[src/rtl/key_event_qualifier.sv]
// Multi-channel keypad press qualifier: per-key synchroniser, press/release debounce FSM,
// optional auto-repeat, and a lowest-index event encoder. All outputs are registered.
module key_event_qualifier #(
    parameter int unsigned NUM_KEYS       = 10,
    parameter int unsigned CNT_W          = 8,
    parameter int unsigned PRESS_CYCLES   = 4,
    parameter int unsigned RELEASE_CYCLES = 4,
    parameter int unsigned SYNC_STAGES    = 2,
    parameter int unsigned REPEAT_EN      = 0,
    parameter int unsigned REPEAT_DELAY   = 16,
    parameter int unsigned REPEAT_PERIOD  = 8
) (
    input  logic                        clk,
    input  logic                        rst_n,
    input  logic [NUM_KEYS-1:0]         key_raw,
    output logic [NUM_KEYS-1:0]         key_level,
    output logic [NUM_KEYS-1:0]         key_press,
    output logic [NUM_KEYS-1:0]         key_release,
    output logic [NUM_KEYS-1:0]         key_repeat,
    output logic                        key_valid,
    output logic [$clog2(NUM_KEYS)-1:0] key_code,
    output logic                        key_multi
);

    localparam int unsigned      CODE_W   = $clog2(NUM_KEYS);
    localparam logic [CNT_W-1:0] PRESS_T  = CNT_W'(PRESS_CYCLES);
    localparam logic [CNT_W-1:0] REL_T    = CNT_W'(RELEASE_CYCLES);
    localparam logic [CNT_W-1:0] DELAY_T  = CNT_W'(REPEAT_DELAY);
    localparam logic [CNT_W-1:0] PERIOD_T = CNT_W'(REPEAT_PERIOD);

    typedef enum logic [1:0] {
        S_IDLE,
        S_PRESS_QUAL,
        S_HELD,
        S_REL_QUAL
    } state_t;

    logic [NUM_KEYS-1:0] r_sync [SYNC_STAGES];
    logic [NUM_KEYS-1:0] w_key_s;

    state_t              r_state     [NUM_KEYS];
    logic [CNT_W-1:0]    r_cnt       [NUM_KEYS];
    logic [CNT_W-1:0]    r_rpt       [NUM_KEYS];
    logic [NUM_KEYS-1:0] r_rpt_first;

    state_t              w_state_nxt [NUM_KEYS];
    logic [CNT_W-1:0]    w_cnt_nxt   [NUM_KEYS];
    logic [CNT_W-1:0]    w_rpt_nxt   [NUM_KEYS];
    logic [NUM_KEYS-1:0] w_rpt_first_nxt;
    logic [NUM_KEYS-1:0] w_press;
    logic [NUM_KEYS-1:0] w_release;
    logic [NUM_KEYS-1:0] w_repeat;
    logic [NUM_KEYS-1:0] w_level;
    logic [NUM_KEYS-1:0] w_ev;
    logic [CODE_W-1:0]   w_code;
    logic                w_multi;

    function automatic logic [CNT_W-1:0] sat_inc(input logic [CNT_W-1:0] v);
        return (v == '1) ? v : v + CNT_W'(1);
    endfunction

    always_ff @(posedge clk or negedge rst_n) begin
        if (!rst_n) begin
            for (int unsigned s = 0; s < SYNC_STAGES; s++) r_sync[s] <= '0;
        end else begin
            r_sync[0] <= key_raw;
            for (int unsigned s = 1; s < SYNC_STAGES; s++) r_sync[s] <= r_sync[s-1];
        end
    end

    assign w_key_s = r_sync[SYNC_STAGES-1];

    always_comb begin
        w_press         = '0;
        w_release       = '0;
        w_repeat        = '0;
        w_level         = '0;
        w_rpt_first_nxt = r_rpt_first;
        for (int unsigned i = 0; i < NUM_KEYS; i++) begin
            w_state_nxt[i] = r_state[i];
            w_cnt_nxt[i]   = r_cnt[i];
            w_rpt_nxt[i]   = r_rpt[i];
            case (r_state[i])
                S_IDLE: begin
                    w_cnt_nxt[i] = '0;
                    w_rpt_nxt[i] = '0;
                    if (w_key_s[i]) begin
                        if (PRESS_T == CNT_W'(1)) begin
                            w_state_nxt[i]     = S_HELD;
                            w_press[i]         = 1'b1;
                            w_rpt_first_nxt[i] = 1'b1;
                        end else begin
                            w_state_nxt[i] = S_PRESS_QUAL;
                            w_cnt_nxt[i]   = CNT_W'(1);
                        end
                    end
                end
                S_PRESS_QUAL: begin
                    if (!w_key_s[i]) begin
                        w_state_nxt[i] = S_IDLE;
                        w_cnt_nxt[i]   = '0;
                    end else if (sat_inc(r_cnt[i]) == PRESS_T) begin
                        w_state_nxt[i]     = S_HELD;
                        w_press[i]         = 1'b1;
                        w_cnt_nxt[i]       = '0;
                        w_rpt_nxt[i]       = '0;
                        w_rpt_first_nxt[i] = 1'b1;
                    end else begin
                        w_cnt_nxt[i] = sat_inc(r_cnt[i]);
                    end
                end
                S_HELD: begin
                    if (!w_key_s[i]) begin
                        if (REL_T == CNT_W'(1)) begin
                            w_state_nxt[i] = S_IDLE;
                            w_release[i]   = 1'b1;
                            w_cnt_nxt[i]   = '0;
                            w_rpt_nxt[i]   = '0;
                        end else begin
                            w_state_nxt[i] = S_REL_QUAL;
                            w_cnt_nxt[i]   = CNT_W'(1);
                        end
                    end else if (REPEAT_EN != 0) begin
                        // First repeat waits DELAY, later ones PERIOD; counter restarts on each pulse.
                        if (sat_inc(r_rpt[i]) == (r_rpt_first[i] ? DELAY_T : PERIOD_T)) begin
                            w_repeat[i]        = 1'b1;
                            w_rpt_nxt[i]       = '0;
                            w_rpt_first_nxt[i] = 1'b0;
                        end else begin
                            w_rpt_nxt[i] = sat_inc(r_rpt[i]);
                        end
                    end
                end
                S_REL_QUAL: begin
                    if (w_key_s[i]) begin
                        w_state_nxt[i] = S_HELD;
                        w_cnt_nxt[i]   = '0;
                    end else if (sat_inc(r_cnt[i]) == REL_T) begin
                        w_state_nxt[i] = S_IDLE;
                        w_release[i]   = 1'b1;
                        w_cnt_nxt[i]   = '0;
                        w_rpt_nxt[i]   = '0;
                    end else begin
                        w_cnt_nxt[i] = sat_inc(r_cnt[i]);
                    end
                end
                default: w_state_nxt[i] = S_IDLE;
            endcase
            w_level[i] = (w_state_nxt[i] == S_HELD) || (w_state_nxt[i] == S_REL_QUAL);
        end
    end

    // Encoder works on next-cycle pulse vectors so code/valid register alongside the pulses.
    always_comb begin
        w_ev   = w_press | w_repeat;
        w_code = '0;
        for (int unsigned i = NUM_KEYS; i > 0; i--) begin
            if (w_ev[i-1]) w_code = CODE_W'(i - 1);
        end
        w_multi = (w_level & (w_level - NUM_KEYS'(1))) != '0;
    end

    always_ff @(posedge clk or negedge rst_n) begin
        if (!rst_n) begin
            for (int unsigned i = 0; i < NUM_KEYS; i++) begin
                r_state[i] <= S_IDLE;
                r_cnt[i]   <= '0;
                r_rpt[i]   <= '0;
            end
            r_rpt_first <= '0;
            key_level   <= '0;
            key_press   <= '0;
            key_release <= '0;
            key_repeat  <= '0;
            key_valid   <= 1'b0;
            key_code    <= '0;
            key_multi   <= 1'b0;
        end else begin
            for (int unsigned i = 0; i < NUM_KEYS; i++) begin
                r_state[i] <= w_state_nxt[i];
                r_cnt[i]   <= w_cnt_nxt[i];
                r_rpt[i]   <= w_rpt_nxt[i];
            end
            r_rpt_first <= w_rpt_first_nxt;
            key_level   <= w_level;
            key_press   <= w_press;
            key_release <= w_release;
            key_repeat  <= w_repeat;
            key_valid   <= |w_ev;
            key_code    <= w_code;
            key_multi   <= w_multi;
        end
    end

endmodule
[config.mk]
export PLATFORM = sky130hd
export DESIGN_NAME = key_event_qualifier
export DESIGN_NICKNAME = d
export VERILOG_FILES = /design/src/rtl/key_event_qualifier.sv
export SDC_FILE = /design/constraint.sdc
export NUM_CORES = 1
export LEC_CHECK = 0
export CAP_MARGIN = 40
export CORE_MARGIN = 2
export CORE_UTILIZATION = 50
export DETAILED_ROUTE_END_ITERATION = 10
export PLACE_DENSITY = 0.76
export SLEW_MARGIN = 20
export SYNTH_ARGS = -nofsm -noshare
export SYNTH_HDL_FRONTEND = slang
export SYNTH_SLANG_ARGS = --single-unit
export TNS_END_PERCENT = 30
[constraint.sdc]
create_clock -name clk -period 10.6 [get_ports clk]
set_input_delay 2.12 -clock clk [delete_from_list [all_inputs] [get_ports clk]]
set_output_delay 2.12 -clock clk [all_outputs]
set_load 0.02 [all_outputs]
==> metrics.md <==
| Metric | Value |
|---|---|
| Status | `complete, no violations` |
| Hold Path Class | `flip-flop to flip-flop` |
| Row cnt | `47` |
| Worst-path fanout max | `9` |
| Tmin final | `between 3 and 4 ns` |
| Syn avg cell area | `about 9.2 um^2` |
| Worst EP required | `~11 ns` |
| Inserted Clock Buffers | `17` |
| CP Buf/Inv Count | `0` |
| CTS sink count | `between 150 and 200` |
| Slew Viols, Final | `0` |
| Async SR Flop Fraction | `1.00` |
| Crit-path slowest cell | `or4b_2` |
| WL final | `approximately 18000 um` |
| Count leader, synth | `dfrtp_1` |
| Grt ovf | `0` |
| Post-detail-place hpwl | `~12000 um` |
| Final ANT Viol Nets | `0` |
| Startpoint types | `flip-flop` |
| PortBufs | `47` |
| Hold Path End | `w_key_s[4]` |
| Reg2reg path depth | `9` |
| Placed Cells | `around 1100` |
| Number of global-route vias before repair | `roughly 6300` |
| CP endpoint kind | `flip-flop` |
| Reg2Reg Setup Slack | `~6.9 ns` |
| Part of the cycle the worst path needs | `0.347` |
| Hold path cells | `0` |
| TNS Setup | `0 ns` |
| Largest net degree at the start of global routing | `about 90` |
| CTS root buf | `clkbuf_16` |
| Wire length per cell | `15.3 um` |
| GRT Util Overall | `0.212` |
| Io pins | `just under 60` |
| Worst R2R Start | `r_cnt[77]` |
| YS warnings | `0` |
| Via Count | `between 6000 and 7000` |
| Antenna violations before repair | `0` |
| Register area | `between 3000 and 4000 um^2` |
| Ys flop type | `dfrtp_1` |
| Max Cap Viol | `0` |
| # nets final | `970` |
| Main area contributors after synthesis | `dfrtp_1 46%, a21oi_1 5.3%, nand2_1 4.8%` |
| Crit Path Class | `flip-flop to flip-flop` |
| FF-to-FF End | `key_multi` |
| Mapped cell area | `~8400 um^2` |
| Worst vdd ir | `0.132 mV` |
| Slew headroom | `0.467` |
| Gate Count Post-Synth | `about 920` |
| Drc violations | `0` |
| TritonCTS clock tree | `yes` |
| Netlist cell types | `81` |
| Worst skew pair latency | `0.43 ns` |
| Cell mode on critical path | `or3_1` |
| Seq/Total Area, Yosys | `0.460` |
| Die Height | `134 um` |
| Levels on crit path | `9` |
| Area grow syn2layout | `14.7%` |
| Setup-failing EPs final | `0` |
| Crit path max-delay family | `simple AND/OR/NAND/NOR gates` |
| Arrival time at the worst endpoint | `3.99 ns` |
| Layout cells sized above 1 | `0.0864` |
| DRT iter0 DRCs | `just under 500` |
| Worst path cell trace | `or4b_2 > nor3_1 > mux2i_1 > nand4_1 > a311oi_2 > nand4_2 > or3_1 > maj3_2 > or3_1` |
| RSZ-0062 raised after global routing | `no` |
| Leading area contributor after synthesis | `dfrtp_1` |
| First-pass detailed-route iteration total | `5` |
| Core area | `16500 um^2` |
| Clk_skew | `~0.011 ns` |
| Power density over the cells | `214 nW/um^2` |
| Worst-path clk slew | `0.06 ns` |
| Worst min-delay path startpoint | `r_sync[14]` |
| Post-layout util | `0.586` |
| Post-synth EDFFs | `0` |
| Width of the chip | `134 um` |
| Highest clock rate | `about 270 MHz` |
| Fillers | `~1400` |
| Total Power | `2070 uW` |
| H-tree depth | `4` |
| Die Area | `approximately 18000 um^2` |
| Initial Utilization | `0.511` |
| Post-synthesis register bit count | `155` |
| Actual slew at the worst max-slew pin | `roughly 0.8 ns` |
| Final GP Congestion | `~0.92` |
| ANT cells | `0` |
| Clk buf depth | `2` |
| Leak | `slightly above 0.004 uW` |
| Post-route insts no fill | `~1200` |
| First-pass GRT wire length | `roughly 31000 um` |
| Top post-synthesis cells by count | `155 x dfrtp_1, 107 x nand2_1, 89 x a21oi_1` |
| Synth top area share | `0.460` |
| Count of final hold-check violations | `0` |
| Setup Fix Bufs, Post-CTS | `0` |
| Via density | `about 5.8` |
| # resized after CTS | `0` |
| Worst path max stage delay | `around 0.70 ns` |
| Multi-input gate area | `approximately 4200 um^2` |
| CTS Hold Bufs | `0` |
## routing by layer
metal  vias up  track usage  share of wire
met2       202        0.332           0.48
li1       3377            -              -
met3        18       0.0427          0.053
met1      3298        0.300           0.46
met4         0       0.0591          0.014
met5         -            0              0
## power breakdown
part | internal [uW] | switching, uW
Sequential | 685 | 135
Clock | 443 | 247
Combinational | 241 | 315
## per-stage QoR
| step | hold WS [ns] | instance area [um^2] | setup WS, ns |
|---|---|---|---|
| floorplan | 0.331 | 8470 | 7.15 |
| global placement | 0.333 | 8950 | 6.98 |
| detailed placement | 0.335 | 8950 | 6.95 |
| CTS | 0.348 | 9620 | 6.91 |
| global route | 0.352 | 9680 | 6.69 |
| finish | 0.345 | 9680 | 6.92 |
## sequential cells by signal (all words and copies together), names as in the netlist
signal,cells
key_release,10
r_cnt,80
key_code,4
w_key_s,10
key_press,10
r_sync,10
key_valid,1
r_state,19
key_multi,1
key_level,10
## kinds of logic (layout without fill, tap and decap cells)
| kind of cell | after synthesis | count (layout) | share of synthesized area |
|---|---|---|---|
| other cells | 1 | 10 | 0.000444 |
| buf+inv | 87 | 118 | 0.0495 |
| mux | 20 | 20 | 0.0265 |
| flops | 155 | 155 | 0.460 |
| xor+xnor | 29 | 29 | 0.0301 |
| fa+ha+maj | 11 | 11 | 0.0162 |
| compound gates | 261 | 261 | 0.197 |
| simple gates | 357 | 357 | 0.221 |
## worst max path at each step
| stage | startpoint | end |
|---|---|---|
| after floorplan | r_cnt[77] | key_multi |
| after CTS | key_level[9] | key_level[9] |
| final | r_cnt[77] | key_multi |
| after global routing | r_cnt[77] | key_multi |
| after global placement | rst_n | r_cnt[44] |
| after detailed placement | rst_n | r_cnt[44] |
## cells in the final DEF, fill, tap and decap left out, types with 16 or more instances in the layout
master and count:
a21oi_1 89, a31oi_1 20, and2_1 19, and3_1 22
clkbuf_16 17, clkdlybuf4s50_1 46, dfrtp_1 155, inv_1 34
nand2_1 107, nand3_1 42, nand4_1 18, nor2_1 59
nor3_1 16, o21ai_0 58
## area by class of cell
| type | instances | share of cell area |
|---|---|---|
| Inverter | 34 | 0.0132 |
| Multi-Input combinational cell | 688 | 0.431 |
| Clock buffer | 18 | 0.0443 |
| Sequential cell | 155 | 0.401 |
| Timing Repair Buffer | 52 | 0.0568 |
| Tap cell | 220 | 0.0284 |
| Clock inverter | 14 | 0.0251 |
(Power assumes the default switching activity.)
